**src/rtl/sat_counter.sv**
```systemverilog
// Saturating up-counter with synchronous clear; SDRAM timing primitive.
// Define SAT_COUNTER_CHECKS_EN to compile in simulation-only checks.
module sat_counter #(
  parameter int          count_width = 8,
  parameter int unsigned count_max   = 255
) (
  input  logic                   clk,
  input  logic                   reset,
  output logic [count_width-1:0] count,
  output logic                   at_max
);

  localparam logic [count_width-1:0] M =
    count_width'(count_max);

  // Power-up value comes from register initialisation.
  logic [count_width-1:0] count_q = '0;
  logic [count_width-1:0] count_d;

  // Next state: clear wins, then increment until M, then hold.
  always_comb begin
    count_d = count_q;
    if (reset) begin
      count_d = '0;
    end else if (count_q != M) begin
      count_d = count_q + 1'b1;
    end
  end

  // Count register.
  always_ff @(posedge clk) begin
    count_q <= count_d;
  end

  assign count  = count_q;
  assign at_max = (count_q == M);

`ifdef SAT_COUNTER_CHECKS_EN
  if (count_width < 1) begin : g_chk_w
    $error("sat_counter: count_width must be >= 1");
  end

  if (count_width < 64) begin : g_chk_max
    if (64'(count_max) > ((64'd1 << count_width) - 64'd1)) begin : g_err
      $error("sat_counter: count_max truncated");
    end
  end

  // Count never exceeds the saturation value.
  a_le_max : assert property (
    @(posedge clk) count_q <= M
  ) else $error("sat_counter: count above max");

  // Only +1, hold at M, or clear are legal transitions.
  a_step : assert property (
    @(posedge clk) ##1
      (count_q == '0) ||
      (count_q == $past(count_q) + 1'b1) ||
      (count_q == M && $past(count_q) == M)
  ) else $error("sat_counter: illegal count step");
`endif

endmodule

```
**config.mk**
```make
export PLATFORM = sky130hd
export DESIGN_NAME = sat_counter
export DESIGN_NICKNAME = d
export VERILOG_FILES = /design/src/rtl/sat_counter.sv
export SDC_FILE = /design/constraint.sdc
export NUM_CORES = 1
export LEC_CHECK = 0
export CORE_AREA = 10 10 47 49
export DETAILED_ROUTE_END_ITERATION = 10
export DIE_AREA = 0 0 57 59
export PLACE_DENSITY_LB_ADDON = 0.05
export SLEW_MARGIN = 20
export SYNTH_ARGS = -nofsm -noshare
export SYNTH_HDL_FRONTEND = slang
export SYNTH_SLANG_ARGS = --single-unit
```
**constraint.sdc**
```tcl
create_clock -name clk -period 3.15 [get_ports clk]
set_input_delay 0.945 -clock clk [delete_from_list [all_inputs] [get_ports clk]]
set_output_delay 0.945 -clock clk [all_outputs]
set_load 0.05 [all_outputs]
```
==> reports/qor.yml, run 1 <==
hold_path:
  hold_class: "flip-flop to flip-flop"
synth:
  seq_area_frac_synth: 0.398
  avgSynthCellArea_um2: 8.57
  yosysWarnings: 0
  synth_area_um2: 403
  synth_cell_types: 23
  netlist_instances: 47
  synth_area_leaders: "dfxtp_1 40%, a31oi_1 7.8%, nor3_1 7.5%"
  yosys.area.top_type: "dfxtp_1"
  synth-seq-cells: 8
  synth_fp_nets: 50
  synth.top_cell.area_share: 0.398
pwr:
  ir_drop_v: 0.000201
  p_per_area_nw_per_um2: 400
  power.total_mw: 0.214
  leakage_nw: 0.202
critical_path:
  critPathSlowestCell: "dlymetal6s2s_1"
  crit_type: "flip-flop to primary output"
  cp.buffers_inverters: 1
  crit_family: "buffers and inverters"
  arrival_ps: 1720
  max_stage_delay_ps: 430
  path_max_fanout: 6
  critical_path.endpoint_type: "primary output"
  start_kind: "flip-flop"
  worstPathCellList: "ha_1, nand4_1, nor2_1, dlymetal6s2s_1"
  crit_required_ps: 2200
clock_network:
  cts.htree.levels: 1
  clk_pin_slew_ps: 50
  root_buffer: "clkbuf_4"
  cts_tree: "yes"
  clock-sinks: 8
  numCtsBuffers: 3
  clock_latency_ps: 250
  cts_buffer_depth: 2
grt:
  grt_pass1_vias: 378
  grt.overflow.total: 0
  antenna_found_initial: 0
  grt_max_degree: 9
  grt_use_total: 0.0663
  grt_pass1_wl_um: 1770
timing:
  setup_violations: 0
  period_needed_ps: 2670
  hold_violations: 0
  fmaxAchievable_mhz: 375
  drv_slew: 0
  rsz0062_at_grt: "false"
  finalCritPeriodShare: 0.848
  skew_ps: 0.279
  relSlewSlack: 0.661
  holdWs_ps: 531
  tightest_slew_ps: 508
  setup-tns-final_ps: 0
outcome:
  status: "finished, final reports clean"
routing:
  wl_per_cell_um: 14.3
  drt-initial-drc-count: 2
  first_pass_iters: 2
  vias: 394
  ant_nets: 0
  routed_wl_um: 1060
  via_per_inst: 5.32
  route.detailed.drc: 0
placement:
  port_buffers: 10
  gp_congestion: 0.789
  place_hpwl_um: 789
finish:
  areaGrowthSynthToFinish_pct: 32.9
  nFillCells: 159
  layout.nets: 63
  antenna_cells: 0
  mostFrequentLayoutCells: "9 x clkdlybuf4s50_1, 8 x dfxtp_1, 6 x nor3_1"
  largest_reg_flops: 8
  layout_commonest_cell: "clkdlybuf4s50_1"
  drive_gt1_frac: 0.121
job:
  cap_violations: 0
floorplanning:
  fp.dieArea_um2: 3360
  die_w_um: 57
  die_h_um: 59
  rows: 14
  coreArea_um2: 1400
  start_util: 0.287
  pin_count: 11
-- kinds of logic (layout without fill, tap and decap cells) --
family | after synthesis | after routing | synth area share
mux | 1 | 1 | 0.0373
fa+ha+maj | 1 | 1 | 0.0311
compound gates | 12 | 12 | 0.208
buf+inv | 6 | 17 | 0.0776
flops | 8 | 8 | 0.398
simple gates | 19 | 19 | 0.248
-- Yosys cell counts --
library cell / number
a21oi_1: 1
buf_1: 1
a31oi_1: 5
ha_1: 1
mux2_4: 1
dfxtp_1: 8
nand2_2: 1
o311a_1: 1
nor2b_1: 1
a211oi_2: 1
or3_1: 1
nor3_1: 6
o31ai_1: 1
nand2_1: 1
clkbuf_2: 1
nand3_1: 1
nor2_1: 3
inv_1: 3
o21a_1: 1
buf_6: 1
o21ai_0: 2
nand4_1: 3
and3_1: 2
-- final cells by class --
type                    count  area (um^2)  share of cell area
clock buffers               3         22.5              0.0421
inverters                   3         11.3              0.0210
multi-input cells          33          211               0.395
flip-flops and latches      8          160               0.299
well taps                  16         20.0              0.0374
repair buffers             11          110               0.206
-- worst min-delay path, cell delays in order, from the launching register on --
cell	delay [ps]
dfxtp_1	350
nand4_1	80
a21oi_1	50
-- worst paths after layout --
check,from,to,depth (start not counted),slack (ps)
min reg2reg,count[1],count[1],2,530
max reg2reg,count[0],count[5],4,1590
min,count[1],count[1],2,530
max,count[0],at_max,4,480
-- per-stage QoR --
step	cells	setup slack, ps	util	cell area (um^2)
after CTS	74	76.5	0.380	533
after floorplan	47	318	-	403
after global placement	71	412	0.364	510
final	74	480	0.382	536
after detailed placement	71	362	0.364	510
after global routing	74	362	0.382	536
-- power breakdown --
group | internal [mW] | total (mW) | switching [mW]
logic | 0.00958 | 0.0270 | 0.0174
clock network | 0.0436 | 0.0779 | 0.0343
registers | 0.104 | 0.109 | 0.00465
total | 0.158 | 0.214 | 0.0563
-- per-layer routing --
layer	track usage	up-vias	part of all wire
met5	0	-	0
met4	0.0101	0	0
met3	0.0558	0	0.11
met2	0.110	12	0.44
met1	0.0635	184	0.44
li1	-	198	-
-- what timing repair did --
item,CTS,global route
setup endpoints to repair,0,1
hold buffers,0,0
resized for setup,0,1
buffers inserted,0,0
No activity file was read; power rests on OpenSTA's default activity.
==> run 2: changes to the inputs <==
- clock period: 3.15 -> 2.7 ns (I/O delays scaled with it)
==> run 2 against run 1 <==
  * Global-route usage grew 0.44 points
  * Setup slack lost 180 ps
  * Register-to-register slack got worse by 460 ps
  * Critical endpoint is now count[4]
  * Via count fell by 1.0%
  * Clock power grew 17%
  * Largest power group unchanged
==> reports/qor.yml, run 2 (same netlist as run 1, synthesis figures left out) <==
outcome:
  status: "finished, final reports clean"
pwr:
  clkPwrFrac: 0.365
  p_per_area_nw_per_um2: 467
  pwr-share-comb: 0.126
  power.share.switching: 0.264
  seqPwrFrac: 0.509
  leakage_nw: 0.182
  power.total_mw: 0.250
  p_switching_mw: 0.0658
  ir_drop_v: 0.000180
  p_int_mw: 0.184
critical_path:
  cp-startpoint: "count[4]"
  critPathSlowestCell: "clkdlybuf4s50_1"
  reg2reg_depth: 4
  cp.buffers_inverters: 1
  r2r-start: "count[0]"
  crit_type: "flip-flop to primary output"
  critical_path.endpoint_type: "primary output"
  start_kind: "flip-flop"
  crit_path_end: "count[4]"
  arrival_ps: 1590
  cp_num_cells: 1
  crit_required_ps: 1890
  reg2reg_slack_ps: 1130
  max_stage_delay_ps: 870
  reg2reg_to: "count[5]"
  worstPathCellList: "clkdlybuf4s50_1"
  path_max_fanout: 9
  crit_family: "buffers and inverters"
floorplanning:
  rows: 14
  die_h_um: 59
  start_util: 0.287
  pin_count: 11
  coreArea_um2: 1400
  die_w_um: 57
  fp.dieArea_um2: 3360
routing:
  vias: 390
  drt-initial-drc-count: 3
  wl_per_cell_um: 14.0
  route.detailed.drc: 0
  via_per_inst: 5.34
  routed_wl_um: 1020
  first_pass_iters: 4
  ant_nets: 0
grt:
  grt_pass1_wl_um: 1900
  grt_max_degree: 10
  grt.overflow.total: 0
  grt_use_total: 0.0707
  antenna_found_initial: 0
  grt_pass1_vias: 410
timing:
  setup_violations: 0
  relSlewSlack: 0.662
  tightest_slew_ps: 505
  hold_violations: 0
  period_needed_ps: 2400
  skew_ps: 4.60
  setup-tns-final_ps: 0
  finalCritPeriodShare: 0.889
  rsz0062_at_grt: "false"
  drv_slew: 0
  fmaxAchievable_mhz: 416
finish:
  layout.nets: 62
  drive_gt1_frac: 0.123
  design_area_um2: 536
  antenna_cells: 0
  mostFrequentLayoutCells: "9 x clkdlybuf4s50_1, 8 x dfxtp_1, 6 x nor3_1"
  layout_commonest_cell: "clkdlybuf4s50_1"
  largest_reg_flops: 8
  areaGrowthSynthToFinish_pct: 32.9
hold_path:
  hold_class: "flip-flop to flip-flop"
clock_network:
  cts_buffer_depth: 2
  clk_pin_slew_ps: 60
  cts_resized: 0
  root_buffer: "clkbuf_4"
  clock-sinks: 8
  ctsHoldBuffers: 0
  cts_tree: "yes"
  clock_latency_ps: 250
  cts.htree.levels: 1
  numCtsBuffers: 3
  post-cts-setup-buffers: 0
placement:
  dpl_cell_area_um2: 513
  port_buffers: 10
  place_hpwl_um: 807
  gp_congestion: 0.853
job:
  cap_violations: 0
## run 2: how the worst min path moves through the flow
stage | from | to | slack, ps | cells after the start
2_1_floorplan | count[1] | count[1] | 730 | 2
3_3_place_gp | count[1] | count[1] | 540 | 2
3_5_place_dp | count[1] | count[1] | 550 | 2
4_1_cts | count[1] | count[1] | 560 | 2
5_1_grt | count[1] | count[1] | 570 | 2
6_report | count[1] | count[1] | 540 | 2
## run 2: power groups by stage
stage	clock network, mW	logic, mW	registers (mW)
global route	0.102	0.0340	0.128
detailed placement	0	0.0317	0.130
CTS	0.0979	0.0320	0.127
floorplan	0	0.00829	0.142
global placement	0	0.0315	0.129
finish	0.0912	0.0315	0.127
## run 2: per-layer routing
| metal | GRT usage | share of wire | vias to the layer above |
|---|---|---|---|
| met5 | 0 | 0 | - |
| met4 | 0.0503 | 0.0039 | 0 |
| met3 | 0.0343 | 0.092 | 2 |
| met2 | 0.115 | 0.51 | 9 |
| met1 | 0.0696 | 0.40 | 181 |
| li1 | - | - | 198 |
## run 2: cell type report
class	count	area, um^2
tap	16	20.0
timing repair buffer	10	110
clock buffer	3	22.5
inverter	3	11.3
sequential	8	160
fill	160	866
multi-input combinational	33	211
## run 2: stage by stage
| step | setup WS, ps | hold WS (ps) | utilization | std cells |
|---|---|---|---|---|
| CTS | 279 | 557 | 0.382 | 73 |
| global placement | 568 | 535 | 0.366 | 70 |
| detailed placement | 567 | 547 | 0.366 | 70 |
| floorplan | 3.00 | 729 | - | 47 |
| finish | 298 | 539 | 0.382 | 73 |
| global route | 172 | 570 | 0.382 | 73 |
